File: config.mk
export PLATFORM = sky130hd
export DESIGN_NAME = btn_debounce_flat
export DESIGN_NICKNAME = d
export VERILOG_FILES = /design/src/rtl/btn_debounce_if.sv /design/src/rtl/btn_debounce.sv /design/src/flat_wrapper.sv
export SDC_FILE = /design/constraint.sdc
export NUM_CORES = 1
export LEC_CHECK = 0
export CORE_AREA = 5 5 59 61
export CTS_CLUSTER_DIAMETER = 50
export DETAILED_ROUTE_END_ITERATION = 7
export DIE_AREA = 0 0 64 66
export PLACE_DENSITY = 0.73
export RECOVER_POWER = 50
export SLEW_MARGIN = 20
export SYNTH_ARGS = -nofsm -noshare
export SYNTH_HDL_FRONTEND = slang
export SYNTH_SLANG_ARGS = --single-unit
File: constraint.sdc
create_clock -name clk -period 2.5 [get_ports clk]
set_input_delay 0.25 -clock clk [delete_from_list [all_inputs] [get_ports clk]]
set_output_delay 0.25 -clock clk [all_outputs]
set_load 0.01 [all_outputs]
File: src/rtl/btn_debounce_if.sv
// Signal bundle between the debouncer and its surroundings:
// the raw level comes in, and the clean level, edge pulses and press count go out.
interface btn_debounce_if;
  logic       A;
  logic       Y;
  logic       RISE;
  logic       FALL;
  logic [7:0] COUNT;

  modport master (output A, input Y, input RISE, input FALL, input COUNT);
  modport slave  (input A, output Y, output RISE, output FALL, output COUNT);
endinterface

File: src/rtl/btn_debounce.sv
// Push-button debouncer: two-flop synchroniser, stability-count FSM,
// registered clean level, one-cycle edge pulses and an 8-bit press counter.
module btn_debounce #(
  parameter int unsigned STABLE_CYCLES = 1000,
  parameter int unsigned CNT_W         = 16
) (
  input  logic          clk,
  input  logic          rst_n,
  btn_debounce_if.slave bus
);

  typedef enum logic [1:0] {
    STABLE_LO = 2'd0,
    WAIT_HI   = 2'd1,
    STABLE_HI = 2'd2,
    WAIT_LO   = 2'd3
  } state_e;

  localparam logic [CNT_W-1:0] CNT_ZERO = CNT_W'(0);
  localparam logic [CNT_W-1:0] CNT_ONE  = CNT_W'(1);
  localparam logic [CNT_W-1:0] CNT_LAST = CNT_W'(STABLE_CYCLES - 1);

  logic             s1_q;
  logic             s2_q;
  state_e           state_q, state_d;
  logic [CNT_W-1:0] cnt_q, cnt_d;
  logic             y_q, y_d;
  logic             rise_q, rise_d;
  logic             fall_q, fall_d;
  logic [7:0]       count_q, count_d;

  // Synchroniser and FSM/output registers; reset wins over everything.
  always_ff @(posedge clk) begin
    if (!rst_n) begin
      s1_q    <= 1'b0;
      s2_q    <= 1'b0;
      state_q <= STABLE_LO;
      cnt_q   <= CNT_ZERO;
      y_q     <= 1'b0;
      rise_q  <= 1'b0;
      fall_q  <= 1'b0;
      count_q <= 8'd0;
    end else begin
      s1_q    <= bus.A;
      s2_q    <= s1_q;
      state_q <= state_d;
      cnt_q   <= cnt_d;
      y_q     <= y_d;
      rise_q  <= rise_d;
      fall_q  <= fall_d;
      count_q <= count_d;
    end
  end

  // Next-state logic: a new level must be seen on every one of STABLE_CYCLES
  // consecutive samples; a single opposite sample abandons the change.
  always_comb begin
    state_d = state_q;
    cnt_d   = cnt_q;
    y_d     = y_q;
    rise_d  = 1'b0;
    fall_d  = 1'b0;
    count_d = count_q;
    case (state_q)
      STABLE_LO: begin
        y_d = 1'b0;
        if (s2_q) begin
          state_d = WAIT_HI;
          cnt_d   = CNT_ONE;
        end else begin
          cnt_d   = CNT_ZERO;
        end
      end
      WAIT_HI: begin
        if (!s2_q) begin
          state_d = STABLE_LO;
          cnt_d   = CNT_ZERO;
        end else if (cnt_q == CNT_LAST) begin
          state_d = STABLE_HI;
          cnt_d   = CNT_ZERO;
          y_d     = 1'b1;
          rise_d  = 1'b1;
          count_d = count_q + 8'd1;
        end else begin
          cnt_d   = cnt_q + CNT_ONE;
        end
      end
      STABLE_HI: begin
        y_d = 1'b1;
        if (!s2_q) begin
          state_d = WAIT_LO;
          cnt_d   = CNT_ONE;
        end else begin
          cnt_d   = CNT_ZERO;
        end
      end
      WAIT_LO: begin
        if (s2_q) begin
          state_d = STABLE_HI;
          cnt_d   = CNT_ZERO;
        end else if (cnt_q == CNT_LAST) begin
          state_d = STABLE_LO;
          cnt_d   = CNT_ZERO;
          y_d     = 1'b0;
          fall_d  = 1'b1;
        end else begin
          cnt_d   = cnt_q + CNT_ONE;
        end
      end
      default: begin
        state_d = STABLE_LO;
        cnt_d   = CNT_ZERO;
        y_d     = 1'b0;
      end
    endcase
  end

  assign bus.Y     = y_q;
  assign bus.RISE  = rise_q;
  assign bus.FALL  = fall_q;
  assign bus.COUNT = count_q;

endmodule
File: src/flat_wrapper.sv
// flat-port wrapper written by rule: the top's interface ports become plain ports
module btn_debounce_flat 
#(
  parameter int unsigned STABLE_CYCLES = 1000,
  parameter int unsigned CNT_W         = 16
)
  (clk, rst_n, bus_A, bus_Y, bus_RISE, bus_FALL, bus_COUNT);
  btn_debounce_if bus_i ();
  input  logic clk;
  input  logic rst_n;
  input wire logic [$bits(bus_i.A)-1:0] bus_A;
  output wire logic [$bits(bus_i.Y)-1:0] bus_Y;
  output wire logic [$bits(bus_i.RISE)-1:0] bus_RISE;
  output wire logic [$bits(bus_i.FALL)-1:0] bus_FALL;
  output wire logic [$bits(bus_i.COUNT)-1:0] bus_COUNT;
  assign bus_i.A = bus_A;
  assign bus_Y = bus_i.Y;
  assign bus_RISE = bus_i.RISE;
  assign bus_FALL = bus_i.FALL;
  assign bus_COUNT = bus_i.COUNT;
  btn_debounce #(.STABLE_CYCLES(STABLE_CYCLES), .CNT_W(CNT_W)) u_core (.clk(clk), .rst_n(rst_n), .bus(bus_i));
endmodule
**Word-level counts from Yosys, hierarchy flattened**

Cells that the tools add are included.

- Output and inout port bits: 11
- Logic and storage cells: 49
- Input bits: 3
- Register bits: 31

- Reduce and logical (&&, ||, !) cells: 6
- Bitwise logic cells: 2
- Mux-type cells: 19
- Add/subtract/negate cells: 2
- Equal/unequal tests: 12

Operators by type and width:

| cell | number |
|---|---|
| $pmux 16 s4 | 1 |
| $mux 16 | 3 |
| $add 16x1->16 const B | 1 |
| $eq 16x10->1 const B | 1 |
| $mux 2 | 6 |
| $add 8x1->8 const B | 1 |
| $ne 2x1->1 const B | 4 |
| $pmux 2 s4 | 1 |
| $reduce_and 4->1 | 2 |
| $mux 1 | 7 |
| $reduce_and 3->1 | 2 |
| $eq 2x2->1 const B | 2 |
| $ne 2x2->1 const B | 2 |
| $pmux 1 s4 | 1 |
| $ne 3x1->1 const B | 1 |
| $ne 3x3->1 const B | 1 |
| $reduce_or 3->1 | 1 |
| $eq 2x1->1 const B | 1 |
| $logic_not 2->1 | 1 |
| $not 1->1 | 2 |

**Longest topological paths before layout**

- Depth in word-level cells: 4
- Depth in mapped cells: 8
- Mapped depth without buffers: 6

**Worst setup path before layout**

No wires, ideal clock.

- Kind: flip-flop to flip-flop
- Start point: reg u_core.cnt_q[13]
- End point: reg u_core.count_q[3], in the netlist u_core.bus.COUNT[3]
- Path slack: 281 ps
- Stages on the path, launching flop included: 6
- Library setup time: 70 ps
- Clock period less this slack: 2,219 ps
- Data required time: 2,430 ps
- Buffers on the path: 1
- Arrival: 2,149 ps
- Path through: dfxtp_1 -> or4_4 -> or4_4 -> buf_6 -> or4_1 -> a21oi_1

- Longest elaborated chain between the ends: 2

RTL lines:

| item | line | text |
|---|---|---|
| start: declaration | btn_debounce.sv:26 | `logic [CNT_W-1:0] cnt_q, cnt_d;` |
| start signal: assignment | btn_debounce.sv:47 | `cnt_q <= cnt_d;` |
| $eq 16x10->1 | btn_debounce.sv:78 | `end else if (cnt_q == CNT_LAST) begin` |
| $reduce_and 3->1 (no line) | n/a |  |
| end signal: assignment | btn_debounce.sv:51 | `count_q <= count_d;` |
| end: declaration | btn_debounce.sv:30 | `logic [7:0] count_q, count_d;` |

Every way passes these cells.
A chain may end at the register's enable or synchronous reset.

**Worst setup path in the final report**

Ends and elaborated chain as after synthesis.

==> results.yml <==
setup_path:
  start_kind: "register"
  crit_required_ps: 2780
  setup.worst_path.class: "reg2reg"
  worstSetupEndpointType: "register"
  cp.arrival_ps: 2630
  cp_max_fo: 19
placed_design:
  dp_hpwl_mm: 2.23
  portBuffers: 13
  place.gp.congestion: 0.813
  placed_area_sq_mm: 0.00168
logic_synthesis:
  synth_edf_count: 0
  ys_ff_latch: 31
  synth-simple-area-share_pct: 26.6
  synth_xor_area_share_pct: 6.32
  netlist_instances: 175
  synth-adder-area-share_pct: 5.74
  yosys_warnings: 0
  async_flop_share_pct: 0
  syn_area_sq_mm: 0.00153
  synth_cell_type_count: 37
  yosys.area.top_type_share_pct: 40.7
  synth_top_area_cell: "dfxtp_1"
  synthMuxAreaShare_pct: 0.738
  synth_common_cells: "dfxtp_1, nor2_1, a21oi_1"
  synthTopCellsByArea: "dfxtp_1, ha_1, xor2_1"
  syn_avg_cell_area_sq_um: 8.72
  synthFlopType: "dfxtp_1"
  ys_seq_area_share_pct: 40.7
  synth_nets: 185
  synth_top_family_by_area: "simple AND/OR/NAND/NOR gates"
  yosysMostFrequentCell: "dfxtp_1"
  synth_compound_area_share_pct: 15.3
clock_network:
  clock_latency_ps: 340
  cts_tree: "built"
  cts_root_buf: "clkbuf_4"
  post_cts_buffers: 0
  clock_sinks: 31
  cts-resized-gates: 0
  holdBufCountCts: 0
  cts_made_buffers: 5
  cts.path.max_buffers: 2
  clk_pin_slew_ps: 100
  h-tree-depth: 2
grt:
  grt_antenna_before_repair: 0
  grt_pass1_wl_mm: 5.40
  grt_max_degree: 20
  grt_usage_pct: 16.2
  grt-ovfl-total: 0
  grt_pass1_vias: 1215
timing:
  period_share_pct: 93.8
  final-hold-violation-count: 0
  max-slew-margin-rel_pct: 53.5
  rsz0062_at_grt: "no"
  fin_worst_skew_ps: 11.4
  clock.fmax_ghz: 0.426
  setup_viol: 0
  finalSetupTns_ps: 0
  worst_slew_pin_slew_ps: 688
  drv_slew: 0
  min_period_ps: 2350
cells_and_area:
  fin_nets: 199
  multi_input_area_sq_um: 833
  fill_cells: 274
  stdcell_area_sq_mm: 0.00173
  ff_latch_area_sq_um: 621
  diodes: 0
  area_growth_pct: 13.2
  final_layout_size_suffix_gt1_share_pct: 7.37
routing:
  dr.first_iter.drc_count: 88
  vias: 1305
  drc: 0
  wl_per_cell_um: 13.9
  drt-total-wl_mm: 3.11
  ant_nets: 0
  drtPass1Iterations: 4
  viasPerCell: 5.85
floorplan:
  core-area_sq_mm: 0.00293
  io_pins: 14
  initial_core_util_pct: 52.1
  die_area_sq_mm: 0.00422
  rows: 20
  die_x_um: 64
  dieHeight_um: 66
power:
  p_leak_nw: 0.605
  ir_worst_vdd_mv: 0.459
  power_density_mw_per_mm2: 510
flow_run:
  drv_cap: 0
outcome:
  outcome: "finished clean"
min_path:
  hold_class: "reg2reg"
-- state kept, by name, summed over array words and instances, names as in the netlist, named ones only --
| register | count |
|---|---|
| u_core.s2_q | 1 |
| u_core.bus.COUNT | 8 |
| u_core.state_q | 1 |
| u_core.bus.RISE | 1 |
| u_core.cnt_q | 16 |
| u_core.bus.FALL | 1 |
| u_core.bus.Y | 1 |
| u_core.s1_q | 1 |
-- cells in the final DEF (no fill, tap or decap), drive strengths merged, types with 2 or more instances in the layout --
| cell type | instances |
|---|---|
| dfxtp | 31 |
| nor2 | 15 |
| a21oi | 12 |
| dlygate4sd3 | 12 |
| nand3 | 11 |
| or4 | 10 |
| nand2 | 9 |
| inv | 8 |
| o31ai | 7 |
| xor2 | 7 |
| ha | 7 |
| and3 | 6 |
| clkbuf | 6 |
| o21ai | 5 |
| and2 | 5 |
| nand4 | 4 |
| xnor2 | 4 |
| or3 | 3 |
| clkinv | 3 |
| a31oi | 2 |
| o41ai | 2 |
| nor4 | 2 |
| nor3 | 2 |
| buf | 2 |
-- stage by stage --
step	util [%]	instances	setup slack (ps)	power, mW	hold slack, ps
CTS	59.1	223	164	0.890	460
global placement	57.3	215	237	0.609	414
global route	59.0	223	52.0	0.926	483
floorplan	-	175	281	0.585	377
finish	59.0	223	155	0.880	453
detailed placement	57.3	215	191	0.612	425
-- where the power goes --
group,internal [mW],switching [mW],total (mW),leakage [nW]
logic,0.0393,0.0458,0.0851,0.320
registers,0.504,0.0106,0.515,0.251
clock network,0.104,0.176,0.281,0.0347
-- area by class of cell --
class                           instances  area share [%]
Multi-Input combinational cell        127            48.3
Sequential cell                        31            35.9
Timing Repair Buffer                   16            8.62
Tap cell                               33            2.39
Clock buffer                            5            2.17
Inverter                                8            1.74
Clock inverter                          3           0.870
-- logic make-up after synthesis --
group                    count (synthesis)
flip-flops                              31
XOR/XNOR                                11
AND/OR/NAND/NOR                         72
buffers and inverters                   17
multiplexers                             1
adder cells (fa/ha/maj)                  7
AO/OA/AOI/OAI                           36
-- routing by layer --
metal	up-vias	wire length (um)	global-route usage, %
li1	671	-	-
met1	592	1440	19.6
met2	33	1430	26.0
met3	9	167	5.95
met4	0	71	6.23
met5	-	0	0
-- path summary, 6_finish.rpt --
check / startpoint / cells after the start / slack [ps] / end
setup / recovery: u_core.cnt_q[13] / 4 / 150 / u_core.bus.COUNT[3]
hold / removal: u_core.s1_q / 1 / 450 / u_core.s2_q
setup reg to reg: u_core.cnt_q[13] / 4 / 150 / u_core.bus.COUNT[3]
hold reg to reg: u_core.s1_q / 1 / 450 / u_core.s2_q
-- critical path, stage by stage, from the launching register on --
cell and delay (ps):
dfxtp_1 350, or4_4 570, or4_4 670, or4_1 540
a21oi_1 150
No activity file was read; power rests on OpenSTA's default activity.
